[config.mk]
export PLATFORM = sky130hd
export DESIGN_NAME = cmd_issuer_flat
export DESIGN_NICKNAME = d
export VERILOG_FILES = /design/src/rtl/cmd_issuer_if.sv /design/src/rtl/cmd_issuer.sv /design/src/flat_wrapper.sv
export SDC_FILE = /design/constraint.sdc
export NUM_CORES = 1
export LEC_CHECK = 0
export ABC_AREA = 1
export CORE_AREA = 5 5 147 149
export DETAILED_ROUTE_END_ITERATION = 10
export DIE_AREA = 0 0 152 154
export PLACE_DENSITY = 0.75
export SETUP_SLACK_MARGIN = 0.1
export SLEW_MARGIN = 20
export SYNTH_ARGS = -nofsm -noshare
export SYNTH_HDL_FRONTEND = slang
export SYNTH_SLANG_ARGS = --single-unit
[constraint.sdc]
create_clock -name clk -period 4.8 [get_ports clk]
set_input_delay 0.72 -clock clk [delete_from_list [all_inputs] [get_ports clk]]
set_output_delay 0.72 -clock clk [all_outputs]
set_load 0.02 [all_outputs]
[src/rtl/cmd_issuer_if.sv]
// Upstream command handshake between a command source and the cmd_issuer FIFO.
interface cmd_issuer_if;
    logic        in_valid;
    logic        in_ready;
    logic [7:0]  in_op_code;
    logic [7:0]  in_address;
    logic [31:0] in_data;

    modport master (
        output in_valid,
        output in_op_code,
        output in_address,
        output in_data,
        input  in_ready
    );

    modport slave (
        input  in_valid,
        input  in_op_code,
        input  in_address,
        input  in_data,
        output in_ready
    );
endinterface

[src/rtl/cmd_issuer.sv]
// Queues upstream commands in a small FIFO and presents them to a downstream register
// block one at a time, with a programmable idle gap (minimum one cycle) between them.
module cmd_issuer #(
    parameter int unsigned DEPTH = 4,
    parameter int unsigned GAP_W = 4
) (
    input  logic             clk,
    input  logic             rst,
    cmd_issuer_if.slave      cmd,
    input  logic [GAP_W-1:0] gap_cfg,
    output logic [7:0]       op_code,
    output logic [7:0]       address,
    output logic [31:0]      data,
    output logic             issue_strobe,
    output logic             reject,
    output logic             busy,
    output logic [15:0]      issued_count
);
    localparam int unsigned AW = (DEPTH > 1) ? $clog2(DEPTH) : 1;
    localparam int unsigned CW = AW + 1;

    typedef enum logic [1:0] {StIdle, StIssue, StGap} state_e;

    typedef struct packed {
        logic [7:0]  op;
        logic [7:0]  addr;
        logic [31:0] dat;
    } cmd_t;

    cmd_t          mem_q [DEPTH];
    cmd_t          wr_cmd;
    cmd_t          head;
    logic [AW-1:0] wr_ptr_q, rd_ptr_q;
    logic [CW-1:0] count_q, count_d;
    logic          full, empty, legal, accept, push, pop;

    state_e         state_q, state_d;
    logic [GAP_W-1:0] gap_cnt_q, gap_cnt_d;
    logic [7:0]     op_code_q, op_code_d;
    logic [7:0]     address_q, address_d;
    logic [31:0]    data_q, data_d;
    logic           strobe_q, strobe_d;
    logic [15:0]    issued_count_q, issued_count_d;
    logic           reject_q;

    assign full   = (count_q == CW'(DEPTH));
    assign empty  = (count_q == '0);
    assign legal  = (cmd.in_op_code != 8'd0) && (cmd.in_op_code <= 8'd4);
    assign accept = cmd.in_valid && !full && !rst;
    assign push   = accept && legal;
    assign wr_cmd = {cmd.in_op_code, cmd.in_address, cmd.in_data};
    assign head   = mem_q[rd_ptr_q];

    assign cmd.in_ready = !full;

    always_comb begin
        count_d = count_q;
        if (push && !pop) begin
            count_d = count_q + CW'(1);
        end else if (pop && !push) begin
            count_d = count_q - CW'(1);
        end
    end

    always_comb begin
        state_d        = state_q;
        gap_cnt_d      = gap_cnt_q;
        op_code_d      = op_code_q;
        address_d      = address_q;
        data_d         = data_q;
        strobe_d       = 1'b0;
        issued_count_d = issued_count_q;
        pop            = 1'b0;

        unique case (state_q)
            StIdle: begin
                if (!empty) begin
                    pop     = 1'b1;
                    state_d = StIssue;
                end
            end
            StIssue: begin
                state_d   = StGap;
                op_code_d = 8'd0;
                // A zero gap is stretched to one so repeated identical commands stay distinct.
                gap_cnt_d = (gap_cfg == '0) ? GAP_W'(1) : gap_cfg;
            end
            StGap: begin
                if (gap_cnt_q > GAP_W'(1)) begin
                    gap_cnt_d = gap_cnt_q - GAP_W'(1);
                end else if (!empty) begin
                    pop     = 1'b1;
                    state_d = StIssue;
                end else begin
                    state_d = StIdle;
                end
            end
            default: state_d = StIdle;
        endcase

        if (pop) begin
            op_code_d      = head.op;
            address_d      = head.addr;
            data_d         = head.dat;
            strobe_d       = 1'b1;
            issued_count_d = issued_count_q + 16'd1;
        end
    end

    always_ff @(posedge clk) begin
        if (rst) begin
            state_q        <= StIdle;
            gap_cnt_q      <= '0;
            wr_ptr_q       <= '0;
            rd_ptr_q       <= '0;
            count_q        <= '0;
            op_code_q      <= '0;
            address_q      <= '0;
            data_q         <= '0;
            strobe_q       <= 1'b0;
            issued_count_q <= '0;
            reject_q       <= 1'b0;
        end else begin
            state_q        <= state_d;
            gap_cnt_q      <= gap_cnt_d;
            count_q        <= count_d;
            op_code_q      <= op_code_d;
            address_q      <= address_d;
            data_q         <= data_d;
            strobe_q       <= strobe_d;
            issued_count_q <= issued_count_d;
            reject_q       <= accept && !legal;
            if (push) begin
                wr_ptr_q <= wr_ptr_q + AW'(1);
            end
            if (pop) begin
                rd_ptr_q <= rd_ptr_q + AW'(1);
            end
        end
    end

    // Storage needs no reset: the pointers and count define which entries are live.
    always_ff @(posedge clk) begin
        if (push) begin
            mem_q[wr_ptr_q] <= wr_cmd;
        end
    end

    assign op_code      = op_code_q;
    assign address      = address_q;
    assign data         = data_q;
    assign issue_strobe = strobe_q;
    assign reject       = reject_q;
    assign busy         = (state_q != StIdle) || !empty;
    assign issued_count = issued_count_q;
endmodule

[src/flat_wrapper.sv]
// flat-port wrapper written by rule: the top's interface ports become plain ports
module cmd_issuer_flat 
#(
    parameter int unsigned DEPTH = 4,
    parameter int unsigned GAP_W = 4
)
  (clk, rst, gap_cfg, op_code, address, data, issue_strobe, reject, busy, issued_count, cmd_in_valid, cmd_in_op_code, cmd_in_address, cmd_in_data, cmd_in_ready);
  cmd_issuer_if cmd_i ();
  input  logic clk;
  input  logic rst;
  input  logic [GAP_W-1:0] gap_cfg;
  output logic [7:0] op_code;
  output logic [7:0] address;
  output logic [31:0] data;
  output logic issue_strobe;
  output logic reject;
  output logic busy;
  output logic [15:0] issued_count;
  input wire logic [$bits(cmd_i.in_valid)-1:0] cmd_in_valid;
  input wire logic [$bits(cmd_i.in_op_code)-1:0] cmd_in_op_code;
  input wire logic [$bits(cmd_i.in_address)-1:0] cmd_in_address;
  input wire logic [$bits(cmd_i.in_data)-1:0] cmd_in_data;
  output wire logic [$bits(cmd_i.in_ready)-1:0] cmd_in_ready;
  assign cmd_i.in_valid = cmd_in_valid;
  assign cmd_i.in_op_code = cmd_in_op_code;
  assign cmd_i.in_address = cmd_in_address;
  assign cmd_i.in_data = cmd_in_data;
  assign cmd_in_ready = cmd_i.in_ready;
  cmd_issuer #(.DEPTH(DEPTH), .GAP_W(GAP_W)) u_core (.clk(clk), .rst(rst), .cmd(cmd_i), .gap_cfg(gap_cfg), .op_code(op_code), .address(address), .data(data), .issue_strobe(issue_strobe), .reject(reject), .busy(busy), .issued_count(issued_count));
endmodule
==> results of run 1 <==
-- cell usage in the layout (no fill, tap or decap), drive strengths merged --
master | netlist | routed
bufinv | 0 | 1
nand2 | 65 | 65
o211ai | 1 | 1
dfxtp | 81 | 81
clkinv | 0 | 13
inv | 35 | 34
ha | 8 | 8
nor3b | 2 | 2
a21boi | 1 | 1
fa | 1 | 1
a21oi | 18 | 18
clkdlybuf4s50 | 0 | 122
or2 | 1 | 1
nand4 | 11 | 11
o22a | 8 | 8
xor2 | 5 | 5
o22ai | 40 | 40
nor3 | 2 | 2
xnor2 | 1 | 1
buf | 33 | 9
nand3 | 10 | 10
edfxtp | 192 | 192
nor2 | 224 | 224
o21ai | 162 | 162
nand3b | 1 | 1
clkbuf | 18 | 38
-- area by class of cell --
| class | instances | share of cell area |
|---|---|---|
| clock buffer | 38 | 0.06102 |
| multi-input combinational | 561 | 0.2114 |
| clock inverter | 13 | 0.007346 |
| inverter | 35 | 0.01038 |
| tap | 270 | 0.02644 |
| timing repair buffer | 131 | 0.1048 |
| sequential | 273 | 0.5786 |
-- layer usage --
metal  GRT usage  wire, um
met1      0.2578      9898
met2      0.3213     11080
met3     0.03316      1495
met4     0.05394       496
met5           0         0
-- cells in the mapped netlist --
master / number / share of area
o22ai_1: 40 / 0.024
o22a_1: 8 / 0.0067
clkbuf_1: 17 / 0.0061
a21boi_0: 1 / 0.00072
nor3b_1: 2 / 0.0014
fa_1: 1 / 0.0019
nand3b_1: 1 / 0.00072
inv_2: 3 / 0.0011
nand2_1: 63 / 0.023
nor2_2: 2 / 0.0012
nand3_2: 1 / 0.00096
nand3_1: 9 / 0.0043
edfxtp_1: 192 / 0.55
xnor2_1: 1 / 0.00084
dfxtp_1: 81 / 0.16
o211ai_1: 1 / 0.00072
clkbuf_2: 1 / 0.00048
inv_1: 32 / 0.011
buf_4: 8 / 0.0057
o21ai_2: 1 / 0.00084
nand4_1: 11 / 0.0066
or2_0: 1 / 0.00060
nand2_2: 2 / 0.0012
nor3_1: 2 / 0.00096
ha_1: 8 / 0.0096
o21ai_1: 21 / 0.010
o21ai_0: 140 / 0.067
buf_2: 22 / 0.011
xor2_1: 5 / 0.0042
buf_6: 3 / 0.0032
nor2_1: 222 / 0.080
a21oi_1: 18 / 0.0086
-- sequential cells by signal (all words and copies together) (netlist names), named ones only --
name / cells
u_core.wr_ptr_q: 2
u_core.rd_ptr_q: 2
u_core.issue_strobe: 1
u_core.state_q: 2
u_core.reject: 1
u_core.count_q: 3
u_core.gap_cnt_q: 4
u_core.data: 32
u_core.op_code: 8
u_core.issued_count: 16
u_core.mem_q: 192
u_core.address: 8
-- power by group through the flow --
| stage | Sequential (uW) | Combinational (uW) | Clock (uW) |
|---|---|---|---|
| 4_1_cts | 2860 | 2160 | 2070 |
| 3_3_place_gp | 2910 | 2100 | 0 |
| 5_1_grt | 2890 | 2370 | 2170 |
| 6_report | 2860 | 2140 | 2040 |
| 2_1_floorplan | 3090 | 1240 | 0 |
| 3_5_place_dp | 2910 | 2150 | 0 |
-- metrics by stage --
step | std cells | worst slack (ps) | hold WS, ps
after CTS | 1321 | 1764 | 500.8
after detailed placement | 1270 | 1390 | 486.3
final | 1321 | 1780 | 499.5
after floorplan | 920 | 958.7 | 456.9
after global placement | 1270 | 1444 | 479.5
after global routing | 1321 | 1478 | 525.9
-- tightest hold or removal path: cells and delay by family, from the launching register on --
family | cells | cell delay [ps]
AOI/OAI and AO/OA | 1 | 70
and+or+nand+nor | 1 | 70
DFF | 1 | 310
-- path summary, 6_finish.rpt --
check                                   startpoint                        endpoint  slack [ps]  depth (start not counted)
setup / recovery  u_core.gap_cnt_q[1]$_SDFFE_PP0P_  u_core.op_code[4]$_SDFFE_PP0P_        1780                         10
hold / removal      u_core.op_code[3]$_SDFFE_PP0P_  u_core.op_code[3]$_SDFFE_PP0P_         500                          2
setup reg to reg  u_core.gap_cnt_q[1]$_SDFFE_PP0P_  u_core.op_code[4]$_SDFFE_PP0P_        1780                         10
hold reg to reg     u_core.op_code[3]$_SDFFE_PP0P_  u_core.op_code[3]$_SDFFE_PP0P_         500                          2
-- kinds of logic (layout without fill, tap and decap cells) --
kind of cell,Yosys count,count (layout),share of synthesized area
flops,273,273,0.7061
fa+ha+maj,9,9,0.01148
simple gates,316,316,0.1202
compound gates,230,230,0.1185
buf+inv,86,217,0.03863
xor+xnor,6,6,0.005023
==> metrics.md, run 1 <==
| Metric | Value |
|---|---|
| Sink Count | `273` |
| Register area share after synthesis | `0.7061` |
| Pre-antenna DRT Iters | `7` |
| Combinational power share | `0.305` |
| Cells after synthesis | `920` |
| Cell Area, Placed | `11900 um2` |
| Sequential share of power | `0.406` |
| Crit-path max FO | `53` |
| Postcts setup bufs | `0` |
| DRC | `0` |
| GP Congestion | `0.7861` |
| Max Clk Rate | `0.3311 GHz` |
| Result of the run | `finished, final reports clean` |
| Pwr Density | `roughly 550 nW/um2` |
| First-pass GRT wire length | `36.78 mm` |
| Crit-path most repeated cell | `nand2_1` |
| WP buf/inv | `3` |
| CTS Hold Buffers Added | `0` |
| Final nets | `1094` |
| Root Buffer | `clkbuf_16` |
| Fin. Hold Viols | `0` |
| Num CTS Buffers | `28` |
| TritonCTS clock tree | `done` |
| Synth Net Count | `984` |
| Crit-path slowest cell | `inv_2` |
| Mean area per synthesized cell | `11.37 um2` |
| Max Transition Viols Final | `0` |
| Filler instances | `1543` |
| Final worst path period need | `3020 ps` |
| Initial antenna violation count | `0` |
| Unrepaired setup endpoints after global routing | `no` |
| Die ar. | `23410 um2` |
| Synth Register Bits | `273` |
| Ports | `123` |
| Switch share | `0.3376` |
| Post-CTS sizing | `0` |
| Footprint of the multi-input gates | `2700 um2` |
| Setup_tns | `0 ps` |
| Crit path capture type | `flip-flop` |
| Syn. warnings | `0` |
| Routed wire length | `22.97 mm` |
| Wire length per cell | `about 17 um` |
| Via count | `7168` |
| Endpoints failing setup | `0` |
| Crit path DAT | `3450 ps` |
| Clk network pwr share | `0.289` |
| Core Area | `20040 um2` |
| CP top delay family | `simple AND/OR/NAND/NOR gates` |
| CP Class | `reg -> reg` |
| Initial Utilization | `0.5220` |
| DIE WIDTH | `152 um` |
| Required @ worst endpoint | `5230 ps` |
| PortBufs | `122` |
| Clk buf depth | `3` |
| Max IR drop VDD | `371.1 uV` |
| Period utilization | `0.6293` |
| Distinct cells, synth | `32` |
| Worst path cell trace | `inv_1 -> ha_1 -> inv_1 -> nand2_1 -> nand2_1 -> nand2_2 -> nand2_2 -> inv_2 -> nand2_1 -> o21ai_0` |
| CTS H-tree lvls | `1` |
| Design Power | `around 7000 uW` |
| Routed Antenna Nets | `0` |
| Pleak | `0.004421 uW` |
| Die H | `around 150 um` |
| Layout cells sized above 1 | `0.05994` |
| Worst rel slew slack | `0.3723` |
| Final core occ | `0.6375` |
| Vias in the first global route | `6984` |
| Post-route cell area | `12770 um2` |
| Total GRT Usage | `0.1910` |
| Reg clk slew, reported paths | `60 ps` |
| Pin count of the biggest net entering global routing | `just under 100` |
| Mean number of vias per cell | `~5.4` |
| Max_cap viols | `0` |
| Int Power | `4665 uW` |
| Num rows | `between 50 and 60` |
| Worst-Margin Slew | `941.6 ps` |
| Antenna diodes | `0` |
| Reported net switching power | `between 2000 and 2500 uW` |
| CP startpoint kind | `flip-flop` |
| DR iter-0 viols | `525` |
| Register area | `between 7000 and 8000 um2` |
| Clock latency on the worst-skew pair | `520 ps` |
| Grt total ovfl | `0` |
| Mapped Area | `10460 um2` |
| Area delta synth->final | `22.12%` |
| CP peak stage delay | `820 ps` |
| Worst Skew | `10.53 ps` |
| Hold Path Class | `reg -> reg` |
| DP HPWL | `around 13 mm` |
(Power assumes the default switching activity.)
==> inputs of run 2 (changes only) <==
--- a/config.mk
+++ b/config.mk
@@ -6,9 +6,9 @@
 export NUM_CORES = 1
 export LEC_CHECK = 0
 export ABC_AREA = 1
-export CORE_AREA = 5 5 147 149
+export CORE_AREA = 5 5 151 153
 export DETAILED_ROUTE_END_ITERATION = 10
-export DIE_AREA = 0 0 152 154
+export DIE_AREA = 0 0 156 158
 export PLACE_DENSITY = 0.75
 export SETUP_SLACK_MARGIN = 0.1
 export SLEW_MARGIN = 20
==> constraint.sdc (replaced) <==
create_clock -name clk -period 2.65 [get_ports clk]
set_input_delay 0.3975 -clock clk [delete_from_list [all_inputs] [get_ports clk]]
set_output_delay 0.3975 -clock clk [all_outputs]
set_load 0.02 [all_outputs]
==> metrics.md, run 2 (same netlist as run 1, synthesis figures left out) <==
| Metric | Value |
|---|---|
| Result of the run | `finished, final reports clean` |
| Die H | `158 um (+2.6%)` |
| Pre-antenna DRT Iters | `5 (-2)` |
| Die ar. | `24650 um2 (+5.3%)` |
| Critical Path Source | `u_core.gap_cnt_q[0]$_SDFFE_PP0P_` |
| Core Area | `21420 um2 (+6.9%)` |
| Layout cells sized above 1 | `0.07937 (+0.01942)` |
| Critical path capture point | `u_core.count_q[2]$_SDFFE_PP0P_` |
| Unrepaired setup endpoints after global routing | `no` |
| Reg2Reg Depth | `14 (+4)` |
| Worst-Margin Slew | `671.2 ps (-270.4 ps)` |
| DP HPWL | `14.16 mm (+5.1%)` |
| Wire length per cell | `17.02 um (-2.1%)` |
| Initial antenna violation count | `1 (+1)` |
| CTS H-tree lvls | `1 (unchanged)` |
| Hold Path Class | `reg -> reg` |
| Worst reg-to-reg setup slack | `470 ps (-1310 ps)` |
| DRC | `0 (unchanged)` |
| Placed cells | `1301 (+2.4%)` |
| Design Power | `12750 uW (+81%)` |
| Final Non-Filler Cells | `1351 (+2.3%)` |
| Clk network pwr share | `0.286 (-0.003)` |
| Reg clk slew, reported paths | `60 ps (about the same)` |
| Post-route cell area | `12960 um2 (+1.4%)` |
| Crit-path max FO | `4 (-92%)` |
| Via count | `7183 (+0.21%)` |
| Clk buf depth | `3 (unchanged)` |
| Routed wire length | `23.00 mm (+0.14%)` |
| Crit path capture type | `flip-flop` |
| GP Congestion | `0.7669 (-2.4%)` |
| First-pass GRT wire length | `37.15 mm (+1.0%)` |
| DR iter-0 viols | `483 (-8.0%)` |
| Max IR drop VDD | `601.2 uV (+62%)` |
| Reported net switching power | `4270 uW (+80%)` |
| Postcts setup bufs | `0 (unchanged)` |
| Num rows | `54 (+3.8%)` |
| Sink Count | `273 (unchanged)` |
| Commonest non-fill, non-tap cells in the layout | `nor2_1, edfxtp_1, o21ai_0` |
| Ports | `123 (unchanged)` |
| Final worst path period need | `2176 ps (-843.9 ps)` |
| Final nets | `1114 (+1.8%)` |
| Pwr Density | `984.0 nW/um2 (+78%)` |
| Routed Antenna Nets | `0 (unchanged)` |
| Grt total ovfl | `0 (unchanged)` |
| Max reg flops | `192 (unchanged)` |
| Max Clk Rate | `0.4595 GHz (+39%)` |
| TritonCTS clock tree | `done` |
| Switch share | `0.3349 (-0.002745)` |
| Endpoints failing setup | `0 (unchanged)` |
| PortBufs | `122 (unchanged)` |
| Pleak | `0.004526 uW (+2.4%)` |
| Sequential share of power | `0.410 (+0.004)` |
| Max_cap viols | `0 (unchanged)` |
| Period utilization | `0.8213 (+0.1921)` |
| Int Power | `8481 uW (+82%)` |
| Most common cell after layout, fill and taps aside | `nor2_1` |
| Vias in the first global route | `7206 (+3.2%)` |
| Most flops, register | `u_core.mem_q` |
| Fin. Hold Viols | `0 (unchanged)` |
| CP Class | `reg -> reg` |
| Mean number of vias per cell | `5.317 (-2.0%)` |
| Root Buffer | `clkbuf_16` |
| Total GRT Usage | `0.1861 (-0.004892)` |
| Area delta synth->final | `23.87%` |
| Combinational power share | `0.304 (about the same)` |
| Num CTS Buffers | `27 (-3.6%)` |
| Pin count of the biggest net entering global routing | `70 (-28%)` |
| CP startpoint kind | `flip-flop` |
| DIE WIDTH | `156 um (+2.6%)` |
| Max Transition Viols Final | `0 (unchanged)` |
| Clock latency on the worst-skew pair | `530 ps (about the same)` |
| Reg2Reg Launch Point | `u_core.gap_cnt_q[0]$_SDFFE_PP0P_` |
| Initial Utilization | `0.4884 (-0.03361)` |
| Cell Area, Placed | `12110 um2 (+1.7%)` |
| Required @ worst endpoint | `3060 ps (-2170 ps)` |
| Antenna diodes | `0 (unchanged)` |
| Worst Skew | `10.16 ps (-0.3656 ps)` |
| Worst r2r dst | `u_core.count_q[2]$_SDFFE_PP0P_` |
| Worst rel slew slack | `0.5525 (+0.1802)` |
| Crit path DAT | `2580 ps (-870 ps)` |
## run 2: cell types whose count changed in the layout (fill, tap and decap cells not counted), moves of 2 or more
| cell | delta |
|---|---|
| buf_12 | +3 |
| clkbuf_16 | -2 |
| clkinv_1 | -4 |
| buf_4 | +18 |
| clkbuf_1 | +2 |
## run 2: power groups by stage
stage                     Combinational [uW]  Clock [uW]  Sequential (uW)
after floorplan                         2240           0             5590
after global placement                  3800           0             5310
after detailed placement                3870           0             5320
after CTS                               3900        3720             5230
after global routing                    4320        3920             5290
final                                   3870        3650             5230
## run 2: critical path, cell delays in order (launching register included)
cell and delay, ps:
dfxtp_1 350, inv_1 70, ha_1 220, inv_1 60, nand2_1 40, nand2_1 80, nand2_2 70, nand2_2 130
ha_1 160, inv_1 50, fa_1 370, a21oi_1 140, o21ai_0 110, o21ai_0 150, a21oi_1 50
## run 2: worst min path at each step
stage | from | end | slack (ps) | depth (start not counted)
after floorplan | u_core.gap_cnt_q[2]$_SDFFE_PP0P_ | u_core.gap_cnt_q[2]$_SDFFE_PP0P_ | 460 | 2
after global placement | u_core.data[27]$_SDFFE_PP0P_ | u_core.data[27]$_SDFFE_PP0P_ | 480 | 2
after detailed placement | u_core.data[12]$_SDFFE_PP0P_ | u_core.data[12]$_SDFFE_PP0P_ | 490 | 2
after CTS | cmd_in_data[5] | u_core.mem_q[0][5]$_DFFE_PP_ | 490 | 1
after global routing | cmd_in_address[7] | u_core.mem_q[3][39]$_DFFE_PP_ | 500 | 1
final | u_core.gap_cnt_q[3]$_SDFFE_PP0P_ | u_core.gap_cnt_q[3]$_SDFFE_PP0P_ | 500 | 2
## run 2: area by class of cell
type	instances	area [um2]
clock buffer	38	737.0
sequential	273	7392
multi-input combinational	561	2700
inverter	35	133.9
clock inverter	12	111.4
fill	1640	8459
timing repair buffer	152	1534
tap	280	350.3
## run 2: layer usage
layer	track usage	wire, um	vias to the layer above
met2	0.3116	11060	230
met5	0	13	-
met3	0.03745	1654	39
met4	0.05294	482	2
met1	0.2488	9787	3416
li1	-	-	3496
## run 2: through the flow
stage | hold WS, ps | TNS (ps) | utilization | setup slack [ps]
5_1_grt | 496.2 | 0 | 0.6050 | 282.3
3_3_place_gp | 478.3 | 0 | 0.5653 | 12.53
3_5_place_dp | 487.1 | -40.00 | 0.5653 | -40.00
6_report | 495.5 | 0 | 0.6050 | 473.5
4_1_cts | 490.2 | 0 | 0.6049 | 268.3
2_1_floorplan | 456.9 | -25720 | - | -133.9
## run 2: what timing repair did
item                       4_1_cts  5_1_grt
resized for setup                0        2
hold buffers                     0        0
setup endpoints to repair        0        8
==> inputs of run 3 (changes only) <==
--- a/config.mk
+++ b/config.mk
@@ -6,9 +6,9 @@
 export NUM_CORES = 1
 export LEC_CHECK = 0
 export ABC_AREA = 1
-export CORE_AREA = 5 5 151 153
+export CORE_AREA = 5 5 147 149
 export DETAILED_ROUTE_END_ITERATION = 10
-export DIE_AREA = 0 0 156 158
+export DIE_AREA = 0 0 152 154
 export PLACE_DENSITY = 0.75
 export SETUP_SLACK_MARGIN = 0.1
 export SLEW_MARGIN = 20
==> constraint.sdc (replaced) <==
create_clock -name clk -period 2.2 [get_ports clk]
set_input_delay 0.33 -clock clk [delete_from_list [all_inputs] [get_ports clk]]
set_output_delay 0.33 -clock clk [all_outputs]
set_load 0.02 [all_outputs]
==> metrics.md, run 3 (same netlist as run 1, synthesis figures left out) <==
| Metric | Value |
|---|---|
| Result of the run | `finished, final reports clean` |
| Clock latency on the worst-skew pair | `530 ps (about the same)` |
| Num rows | `52 (-3.7%)` |
| Final core occ | `0.6623 (+0.05724)` |
| Root Buffer | `clkbuf_16` |
| Register area | `7396 um2 (about the same)` |
| Period utilization | `0.9331` |
| DIE WIDTH | `152 um (-2.6%)` |
| Total GRT Usage | `0.1899 (+0.003830)` |
| Most flops, register | `u_core.mem_q` |
| Footprint of the multi-input gates | `2754 um2 (+2.0%)` |
| Worst r2r dst | `u_core.count_q[2]$_SDFFE_PP0P_` |
| DRC | `0 (unchanged)` |
| Endpoints failing setup | `0 (unchanged)` |
| Most common cell after layout, fill and taps aside | `nor2_1` |
| Critical Path Source | `u_core.count_q[2]$_SDFFE_PP0P_` |
| Num CTS Buffers | `27 (unchanged)` |
| CP startpoint kind | `flip-flop` |
| Die H | `154 um (-2.5%)` |
| Max Clk Rate | `~0.5 GHz` |
| Final worst path period need | `between 2000 and 2500 ps` |
| Area delta synth->final | `26.86%` |
| Routed wire length | `23.45 mm (+2.0%)` |
| DP HPWL | `13.91 mm (-1.7%)` |
| Core Area | `20040 um2 (-6.4%)` |
| Pleak | `0.004678 uW (+3.3%)` |
| Max reg flops | `192 (unchanged)` |
| Via count | `7271 (+1.2%)` |
| TritonCTS clock tree | `done` |
| Antenna diodes | `0 (unchanged)` |
| Pwr Density | `1229 nW/um2 (+25%)` |
| Pre-antenna DRT Iters | `5 (unchanged)` |
| Pin count of the biggest net entering global routing | `70 (unchanged)` |
| DR iter-0 viols | `566 (+17%)` |
| Crit path DAT | `1720 ps (-860 ps)` |
| Unrepaired setup endpoints after global routing | `no` |
| Wire length per cell | `17.35 um (+1.9%)` |
| Clk buf depth | `3 (unchanged)` |
| Grt total ovfl | `0 (unchanged)` |
| Commonest non-fill, non-tap cells in the layout | `nor2_1, edfxtp_1, o21ai_0` |
| Reg2Reg Depth | `14 (unchanged)` |
| Mean number of vias per cell | `5.378 (+1.2%)` |
| First-pass GRT wire length | `36.51 mm (-1.7%)` |
| Setup_tns | `0 ps (unchanged)` |
| Post-Route Hold Slack | `431.2 ps (-64.27 ps)` |
| Layout cells sized above 1 | `0.1100 (+0.03062)` |
| Initial antenna violation count | `0 (-1)` |
| Worst rel slew slack | `0.5288 (-0.02375)` |
| CTS H-tree lvls | `1 (unchanged)` |
| Critical path capture point | `busy` |
| Reg2Reg Launch Point | `u_core.gap_cnt_q[0]$_SDFFE_PP0P_` |
| Filler instances | `1486 (-9.4%)` |
| Fin. Hold Viols | `0 (unchanged)` |
| Required @ worst endpoint | `1870 ps (-1190 ps)` |
| Initial Utilization | `0.5220 (+0.03361)` |
| Max Transition Viols Final | `0 (unchanged)` |
| Sink Count | `273 (unchanged)` |
| Crit path capture type | `output port` |
| Vias in the first global route | `6967 (-3.3%)` |
| Hold Path Class | `in -> reg` |
| Worst-Margin Slew | `706.8 ps (+35.63 ps)` |
| Crit-path max FO | `4 (unchanged)` |
| Max IR drop VDD | `872.7 uV (+45%)` |
| PortBufs | `122 (unchanged)` |
| Worst Skew | `21.42 ps (+11.25 ps)` |
| Die ar. | `23410 um2 (-5.0%)` |
| Max_cap viols | `0 (unchanged)` |
| Worst reg-to-reg setup slack | `220 ps (-250 ps)` |
| Ports | `123 (unchanged)` |
| Final nets | `1126 (+1.1%)` |
| Reg clk slew, reported paths | `70 ps (about the same)` |
| Routed Antenna Nets | `0 (unchanged)` |
| CP Class | `reg -> out` |
| GP Congestion | `0.7836 (+2.2%)` |
==> run 3: where the power goes <==
part / switching, uW / internal [uW] / total [uW]
Sequential: 366 / 5980 / 6350
Combinational: 3140 / 1950 / 5080
Clock: 1900 / 2980 / 4880
==> run 3: cell type report <==
type	count	share of cell area
multi-input combinational	561	0.2075
clock inverter	17	0.01527
clock buffer	32	0.05789
tap	270	0.02545
sequential	273	0.5573
inverter	35	0.01009
timing repair buffer	164	0.1265
==> run 3: metal layers <==
layer  vias to the layer above  routed length, um  global-route usage
li1                       3519                  -                   -
met1                      3484              10020              0.2442
met2                       234              11540              0.3362
met3                        34               1491             0.03626
met4                         0                403             0.04324
met5                         -                  0                   0
==> run 3: worst min-delay path by stage <==
| stage | cells past startpoint | start | to |
|---|---|---|---|
| floorplan | 0 | cmd_in_data[0] | u_core.mem_q[0][0]$_DFFE_PP_ |
| global placement | 1 | u_core.issued_count[0]$_SDFFE_PP0P_ | u_core.issued_count[0]$_SDFFE_PP0P_ |
| detailed placement | 2 | u_core.op_code[7]$_SDFFE_PP0P_ | u_core.op_code[7]$_SDFFE_PP0P_ |
| CTS | 1 | cmd_in_data[15] | u_core.mem_q[3][15]$_DFFE_PP_ |
| global route | 1 | cmd_in_data[22] | u_core.mem_q[3][22]$_DFFE_PP_ |
| finish | 1 | cmd_in_data[15] | u_core.mem_q[3][15]$_DFFE_PP_ |
==> run 3: metrics by stage <==
stage	cell area (um2)	total power [uW]	worst slack [ps]	instances
after detailed placement	12230	11260	-254.4	1301
final	13270	16320	147.2	1352
after global placement	12230	11180	-206.3	1301
after CTS	13200	16170	103.3	1350
after floorplan	10530	9499	-45.87	920
after global routing	13270	17220	95.81	1352
==> run 3: repair_timing <==
item / CTS / global route
resized for setup: 0 / 11
endpoints found under the hold margin: 0 / 0
buffers inserted: 0 / 1
hold buffers: 0 / 0
endpoints found under the setup margin: 0 / 57
==> run 3: worst max-delay path, stage by stage (launching register included) <==
cell	delay [ps]
dfxtp_1	370
inv_1	110
nand4_1	110
clkdlybuf4s50_1	620
